File: src/rtl/alu_operand_sequencer_if.sv
// Board-side bundle for the ALU operand sequencer: switches, buttons and ALU result in,
// operand/opcode/state/result-valid/LED out.
interface alu_operand_sequencer_if #(
  parameter int BUS_LEN = 8,
  parameter int OP_LEN  = 6
);
  logic [BUS_LEN-1:0] i_sw;
  logic               i_btn_next;
  logic               i_btn_back;
  logic [BUS_LEN-1:0] i_result;
  logic [BUS_LEN-1:0] o_ope1;
  logic [BUS_LEN-1:0] o_ope2;
  logic [OP_LEN-1:0]  o_opcode;
  logic [1:0]         o_state;
  logic               o_valid;
  logic [BUS_LEN-1:0] o_led;

  modport master (
    output i_sw, i_btn_next, i_btn_back, i_result,
    input  o_ope1, o_ope2, o_opcode, o_state, o_valid, o_led
  );

  modport slave (
    input  i_sw, i_btn_next, i_btn_back, i_result,
    output o_ope1, o_ope2, o_opcode, o_state, o_valid, o_led
  );
endinterface

File: src/rtl/alu_operand_sequencer.sv
// Button-stepped operand/opcode loader and result latch for the ALU lab board.
// Optional button debouncing is enabled by defining ALU_SEQ_DEBOUNCE_EN.
module alu_operand_sequencer #(
  parameter int BUS_LEN         = 8,
  parameter int OP_LEN          = 6,
  parameter int ALU_LAT         = 1,
  parameter int DEBOUNCE_CYCLES = 4
) (
  input  logic                  clk,
  input  logic                  reset,
  alu_operand_sequencer_if.slave bus
);
  localparam logic [1:0] S_A   = 2'd0;
  localparam logic [1:0] S_B   = 2'd1;
  localparam logic [1:0] S_OP  = 2'd2;
  localparam logic [1:0] S_RES = 2'd3;

  localparam int CNT_W = (ALU_LAT < 2) ? 1 : $clog2(ALU_LAT + 1);
  localparam logic [CNT_W-1:0] LAT_MAX = CNT_W'(ALU_LAT);

  // Index 0 = NEXT, index 1 = BACK
  logic [1:0] btnRaw;
  logic [1:0] btnPulse;

  assign btnRaw = {bus.i_btn_back, bus.i_btn_next};

  for (genvar gi = 0; gi < 2; gi++) begin : genBtn
    logic [1:0] syncReg;
    logic       levelReg;
    logic       cleanLevel;

    always_ff @(posedge clk or posedge reset) begin
      if (reset) syncReg <= 2'b00;
      else       syncReg <= {syncReg[0], btnRaw[gi]};
    end

`ifdef ALU_SEQ_DEBOUNCE_EN
    localparam int DB_W = (DEBOUNCE_CYCLES < 2) ? 1 : $clog2(DEBOUNCE_CYCLES + 1);
    logic [DB_W-1:0] dbCntReg;
    logic            dbLevelReg;

    // Level only flips after DEBOUNCE_CYCLES consecutive disagreeing samples
    always_ff @(posedge clk or posedge reset) begin
      if (reset) begin
        dbCntReg   <= '0;
        dbLevelReg <= 1'b0;
      end else if (syncReg[1] != dbLevelReg) begin
        if (dbCntReg == DB_W'(DEBOUNCE_CYCLES - 1)) begin
          dbLevelReg <= syncReg[1];
          dbCntReg   <= '0;
        end else begin
          dbCntReg <= dbCntReg + 1'b1;
        end
      end else begin
        dbCntReg <= '0;
      end
    end

    assign cleanLevel = dbLevelReg;
`else
    assign cleanLevel = syncReg[1];
`endif

    always_ff @(posedge clk or posedge reset) begin
      if (reset) levelReg <= 1'b0;
      else       levelReg <= cleanLevel;
    end

    assign btnPulse[gi] = cleanLevel & ~levelReg;
  end

  logic nextEv;
  logic backEv;
  assign nextEv = btnPulse[0] & ~btnPulse[1];
  assign backEv = btnPulse[1] & ~btnPulse[0];

  logic [1:0]         stateReg;
  logic [BUS_LEN-1:0] ope1Reg;
  logic [BUS_LEN-1:0] ope2Reg;
  logic [OP_LEN-1:0]  opcodeReg;
  logic [BUS_LEN-1:0] resultReg;
  logic               validReg;
  logic [CNT_W-1:0]   latCntReg;

  always_ff @(posedge clk or posedge reset) begin
    if (reset) begin
      stateReg  <= S_A;
      ope1Reg   <= '0;
      ope2Reg   <= '0;
      opcodeReg <= '0;
      resultReg <= '0;
      validReg  <= 1'b0;
      latCntReg <= '0;
    end else if (nextEv) begin
      case (stateReg)
        S_A: begin
          ope1Reg  <= bus.i_sw;
          stateReg <= S_B;
        end
        S_B: begin
          ope2Reg  <= bus.i_sw;
          stateReg <= S_OP;
        end
        S_OP: begin
          opcodeReg <= bus.i_sw[OP_LEN-1:0];
          latCntReg <= '0;
          stateReg  <= S_RES;
        end
        default: begin
          validReg <= 1'b0;
          stateReg <= S_A;
        end
      endcase
    end else if (backEv) begin
      case (stateReg)
        S_B:     stateReg <= S_A;
        S_OP:    stateReg <= S_B;
        S_RES: begin
          validReg <= 1'b0;
          stateReg <= S_OP;
        end
        default: stateReg <= S_A;
      endcase
    end else if (stateReg == S_RES) begin
      // Sample the ALU exactly once per pass, on the cycle the counter sits at ALU_LAT
      if (latCntReg != LAT_MAX) begin
        latCntReg <= latCntReg + 1'b1;
      end else if (!validReg) begin
        resultReg <= bus.i_result;
        validReg  <= 1'b1;
      end
    end
  end

  assign bus.o_ope1   = ope1Reg;
  assign bus.o_ope2   = ope2Reg;
  assign bus.o_opcode = opcodeReg;
  assign bus.o_state  = stateReg;
  assign bus.o_valid  = validReg;
  assign bus.o_led    = validReg ? resultReg : bus.i_sw;
endmodule

File: src/flat_wrapper.sv
// flat-port wrapper written by rule: the top's interface ports become plain ports
module alu_operand_sequencer_flat 
#(
  parameter int BUS_LEN         = 8,
  parameter int OP_LEN          = 6,
  parameter int ALU_LAT         = 1,
  parameter int DEBOUNCE_CYCLES = 4
)
  (clk, reset, bus_i_sw, bus_i_btn_next, bus_i_btn_back, bus_i_result, bus_o_ope1, bus_o_ope2, bus_o_opcode, bus_o_state, bus_o_valid, bus_o_led);
  alu_operand_sequencer_if #(.BUS_LEN(BUS_LEN), .OP_LEN(OP_LEN)) bus_i ();
  input  logic clk;
  input  logic reset;
  input wire logic [$bits(bus_i.i_sw)-1:0] bus_i_sw;
  input wire logic [$bits(bus_i.i_btn_next)-1:0] bus_i_btn_next;
  input wire logic [$bits(bus_i.i_btn_back)-1:0] bus_i_btn_back;
  input wire logic [$bits(bus_i.i_result)-1:0] bus_i_result;
  output wire logic [$bits(bus_i.o_ope1)-1:0] bus_o_ope1;
  output wire logic [$bits(bus_i.o_ope2)-1:0] bus_o_ope2;
  output wire logic [$bits(bus_i.o_opcode)-1:0] bus_o_opcode;
  output wire logic [$bits(bus_i.o_state)-1:0] bus_o_state;
  output wire logic [$bits(bus_i.o_valid)-1:0] bus_o_valid;
  output wire logic [$bits(bus_i.o_led)-1:0] bus_o_led;
  assign bus_i.i_sw = bus_i_sw;
  assign bus_i.i_btn_next = bus_i_btn_next;
  assign bus_i.i_btn_back = bus_i_btn_back;
  assign bus_i.i_result = bus_i_result;
  assign bus_o_ope1 = bus_i.o_ope1;
  assign bus_o_ope2 = bus_i.o_ope2;
  assign bus_o_opcode = bus_i.o_opcode;
  assign bus_o_state = bus_i.o_state;
  assign bus_o_valid = bus_i.o_valid;
  assign bus_o_led = bus_i.o_led;
  alu_operand_sequencer #(.BUS_LEN(BUS_LEN), .OP_LEN(OP_LEN), .ALU_LAT(ALU_LAT), .DEBOUNCE_CYCLES(DEBOUNCE_CYCLES)) u_core (.clk(clk), .reset(reset), .bus(bus_i));
endmodule
File: config.mk
export PLATFORM = sky130hd
export DESIGN_NAME = alu_operand_sequencer_flat
export DESIGN_NICKNAME = d
export VERILOG_FILES = /design/src/rtl/alu_operand_sequencer_if.sv /design/src/rtl/alu_operand_sequencer.sv /design/src/flat_wrapper.sv
export SDC_FILE = /design/constraint.sdc
export NUM_CORES = 1
export LEC_CHECK = 0
export BUFFER_PORTS_ARGS = -buffer_cell sky130_fd_sc_hd__buf_2
export CAP_MARGIN = 20
export CORE_UTILIZATION = 54
export CTS_CLUSTER_SIZE = 10
export DETAILED_ROUTE_END_ITERATION = 10
export PLACE_DENSITY = 0.83
export SYNTH_ARGS = -nofsm -noshare
export SYNTH_HDL_FRONTEND = slang
export SYNTH_SLANG_ARGS = --single-unit
export TNS_END_PERCENT = 50
File: constraint.sdc
create_clock -name clk -period 5.7 [get_ports clk]
set_clock_uncertainty 0.2 [all_clocks]
set_input_delay 0.285 -clock clk [delete_from_list [all_inputs] [get_ports clk]]
set_output_delay 0.285 -clock clk [all_outputs]
set_load 0.05 [all_outputs]
==> results.md <==
- Status: completed
- Post-CTS Resized: 0
- Fin crit period: around 2.1 ns
- Hold Crit Start: bus_i_sw[3]
- Synth warnings: 0
- Core area: just over 3000 um^2
- DR iter-0 viols: 42
- Routability-driven placement congestion ratio: roughly 0.74
- Largest net degree at the start of global routing: 41
- Antenna Nets Post-Route: 0
- Largest stage delay on the critical path: 0.54 ns
- Rel. slew slack: ~65%
- Crit path kind: reg -> reg
- Initial Utilization: between 50 and 60%
- Setup violators final: 0
- Final period util: between 30% and 40%
- WP data required: 5.74 ns
- Post-synth cell types: 17
- CP Capture Type: flop
- Die X: between 50 and 60 um
- Area contributors post-synth: dfrtp_1 (57%), mux2_2 (20%), mux2_4 (6.9%), ha_1 (6.4%), inv_1 (1.5%)
- Startpoint Class: flop
- Cells on worst reg2reg path: 5
- Grt ovf: 0
- Hold Path Sink: u_core.bus.o_ope1[3]
- Initial antenna violation count: 0
- Tot GR Track Use: between 20% and 30%
- Routed WL: roughly 3500 um
- Diodes inserted: 0
- CP cell instances: nand2b_1 > ha_1 > nor2_2 > and4b_1 > mux2_4
- TritonCTS clock tree: done
- Arr. time, crit path: roughly 2.1 ns
- Critical Path Fanout Max: 8
- H-tree depth: 2
- Detailed Place HPWL: around 2400 um
- IO Pins: between 50 and 60
- Area delta synth->final: 31.2%
- Leakage: ~1.1 nW
- Worst slew pin tran: 0.530 ns
- Die Area: ~3500 um^2
- Slew Viols, Final: 0
- Pwr Density: between 500 and 600 nW/um^2
- Syn_area_per_cell: between 10 and 15 um^2
- Synthesized cell area: between 1500 and 2000 um^2
- # DRC: 0
- Root Driver: clkbuf_4
- Layout Utilization: between 70% and 80%
- Layout cells sized above 1: a little over half
- Seq/Total Area, Yosys: 57.2%
- Fin nets: between 200 and 250
- Synthesized flop and latch total: 40
- Global-route wire length before repair: 5470 um
- Max Cap Viol: 0
- Mapped Nets: around 150
- Vias in the first global route: between 1k and 1.5k
- Top-area cell type share of the netlist area: a little under three fifths
- Fmax: between 400 and 500 MHz
- Post-DR vias/cell: 4.97
- Clk sinks: 40
- First-pass DRT Iterations: 4
- Cell taking the most area after synthesis: dfrtp_1
- Die height: between 50 and 60 um
- Syn Inst Count: ~120
- TritonCTS Buffers: 5
- Buffers added on ports: 52
- # rows: 20
- Hold/Removal Path Class: in -> reg
- Hold Fails Final Rpt: 0
- Vias: between 1k and 1.5k
- Worst-path clk slew: ~0.11 ns
- Worst reg2reg startpoint: u_core.genBtn[1].levelReg
- Peak VDD IR: ~0.00037 V
- Clock Latency Late Sink: between 0.3 and 0.4 ns
- Clock buffer depth: 2
- RR Endpoint: u_core.resultReg[6]
- Setup TNS: 0 ns
- Average wire per standard cell: approximately 15 um
- Slowest CP cell: and4b_1
- Reg2Reg Setup Slack: roughly 3.6 ns
- RSZ-0062 raised after global routing: no
- Worst Hold Depth: 2
## layer usage
layer | up-vias | GRT usage [%] | routed length, um
met2 | 32 | 37.8 | 1810
met5 | - | 0 | 0
li1 | 552 | - | -
met1 | 579 | 27.7 | 1480
met3 | 5 | 6.37 | 148
met4 | 0 | 8.16 | 55
## placed cells by master, fill, tap and decap left out, drive strengths merged
cell type	synthesis	final
nand2b	3	3
nor2	2	2
mux2i	1	1
o21bai	1	1
or3	1	1
o211ai	1	1
dfrtp	40	40
nand2	5	5
a2bb2oi	1	1
and4b	1	1
dlygate4sd3	0	15
clkbuf	0	7
o21ai	4	4
ha	9	9
bufinv	0	1
buf	2	53
mux2	39	39
inv	7	7
## cells by family (layout without fill, tap and decap cells)
family	Yosys count	after routing	synth area share (%)
multiplexers	40	40	27.4
flip-flops	40	40	57.2
AND/OR/NAND/NOR	12	12	3.65
adder cells (fa/ha/maj)	9	9	6.44
buffers and inverters	9	83	2.79
AO/OA/AOI/OAI	7	7	2.50
## sequential cells by signal, summed over array words and instances (netlist names)
name	count
u_core.bus.o_valid	1
u_core.bus.o_ope2	8
u_core.bus.o_ope1	8
u_core.genBtn.levelReg	2
u_core.bus.o_state	2
u_core.resultReg	8
u_core.latCntReg	1
u_core.bus.o_opcode	6
u_core.genBtn.syncReg	4
## stage by stage
step	setup slack, ns	hold WS (ns)	area, um^2	cells	power (W)
after global placement	3.70	0.137	2050	212	0.000930
after CTS	3.59	0.0000918	2290	235	0.00116
final	3.60	0.0141	2290	235	0.00115
after floorplan	3.73	0.116	1750	117	0.000841
after detailed placement	3.61	0.143	2050	212	0.000944
after global routing	3.48	0.00474	2290	235	0.00120
## synthesized netlist by cell type
cell,n
mux2_4,8
nor2_2,1
a2bb2oi_1,1
mux2i_1,1
nand2_1,5
buf_6,2
and4b_1,1
dfrtp_1,40
nor2_1,1
nand2b_1,3
or3_1,1
inv_1,7
mux2_2,31
o21bai_1,1
ha_1,9
o211ai_1,1
o21ai_0,4
## report_power, final
part / switching [W] / internal [W]
Sequential: 0.0000512 / 0.000363
Clock: 0.0000883 / 0.000116
Combinational: 0.000377 / 0.000155
## critical path: cells and delay by family (launching register included)
kind	cells	cell delay, ns
flops	1	0.38
fa+ha+maj	1	0.26
mux	1	0.35
simple gates	3	0.81
## worst max path at each step
stage	startpoint	end	slack, ns	depth (start not counted)
after floorplan	u_core.bus.o_state[1]	u_core.resultReg[0]	3.73	4
after global placement	u_core.genBtn[0].syncReg[1]	u_core.resultReg[2]	3.70	6
after detailed placement	u_core.genBtn[0].syncReg[1]	u_core.resultReg[3]	3.61	6
after CTS	u_core.bus.o_valid	bus_o_led[0]	3.59	2
after global routing	u_core.genBtn[0].syncReg[1]	u_core.resultReg[1]	3.48	6
final	u_core.genBtn[1].levelReg	u_core.resultReg[6]	3.60	5
## layout make-up
class                   instances  area, um^2
multi-input cells              68         699
fillers                       219         758
repair buffers                 68         418
inverters                       7        26.3
well taps                      44        55.1
clock inverters                 1        30.0
flip-flops and latches         40        1000
clock buffers                   7        65.1
## repair_timing
item / CTS / global route
hold buffers: 15 / 0
hold endpoints to repair: 57 / 0
setup buffers: 0 / 0
Note: power is estimated with default switching activity, not from simulation.
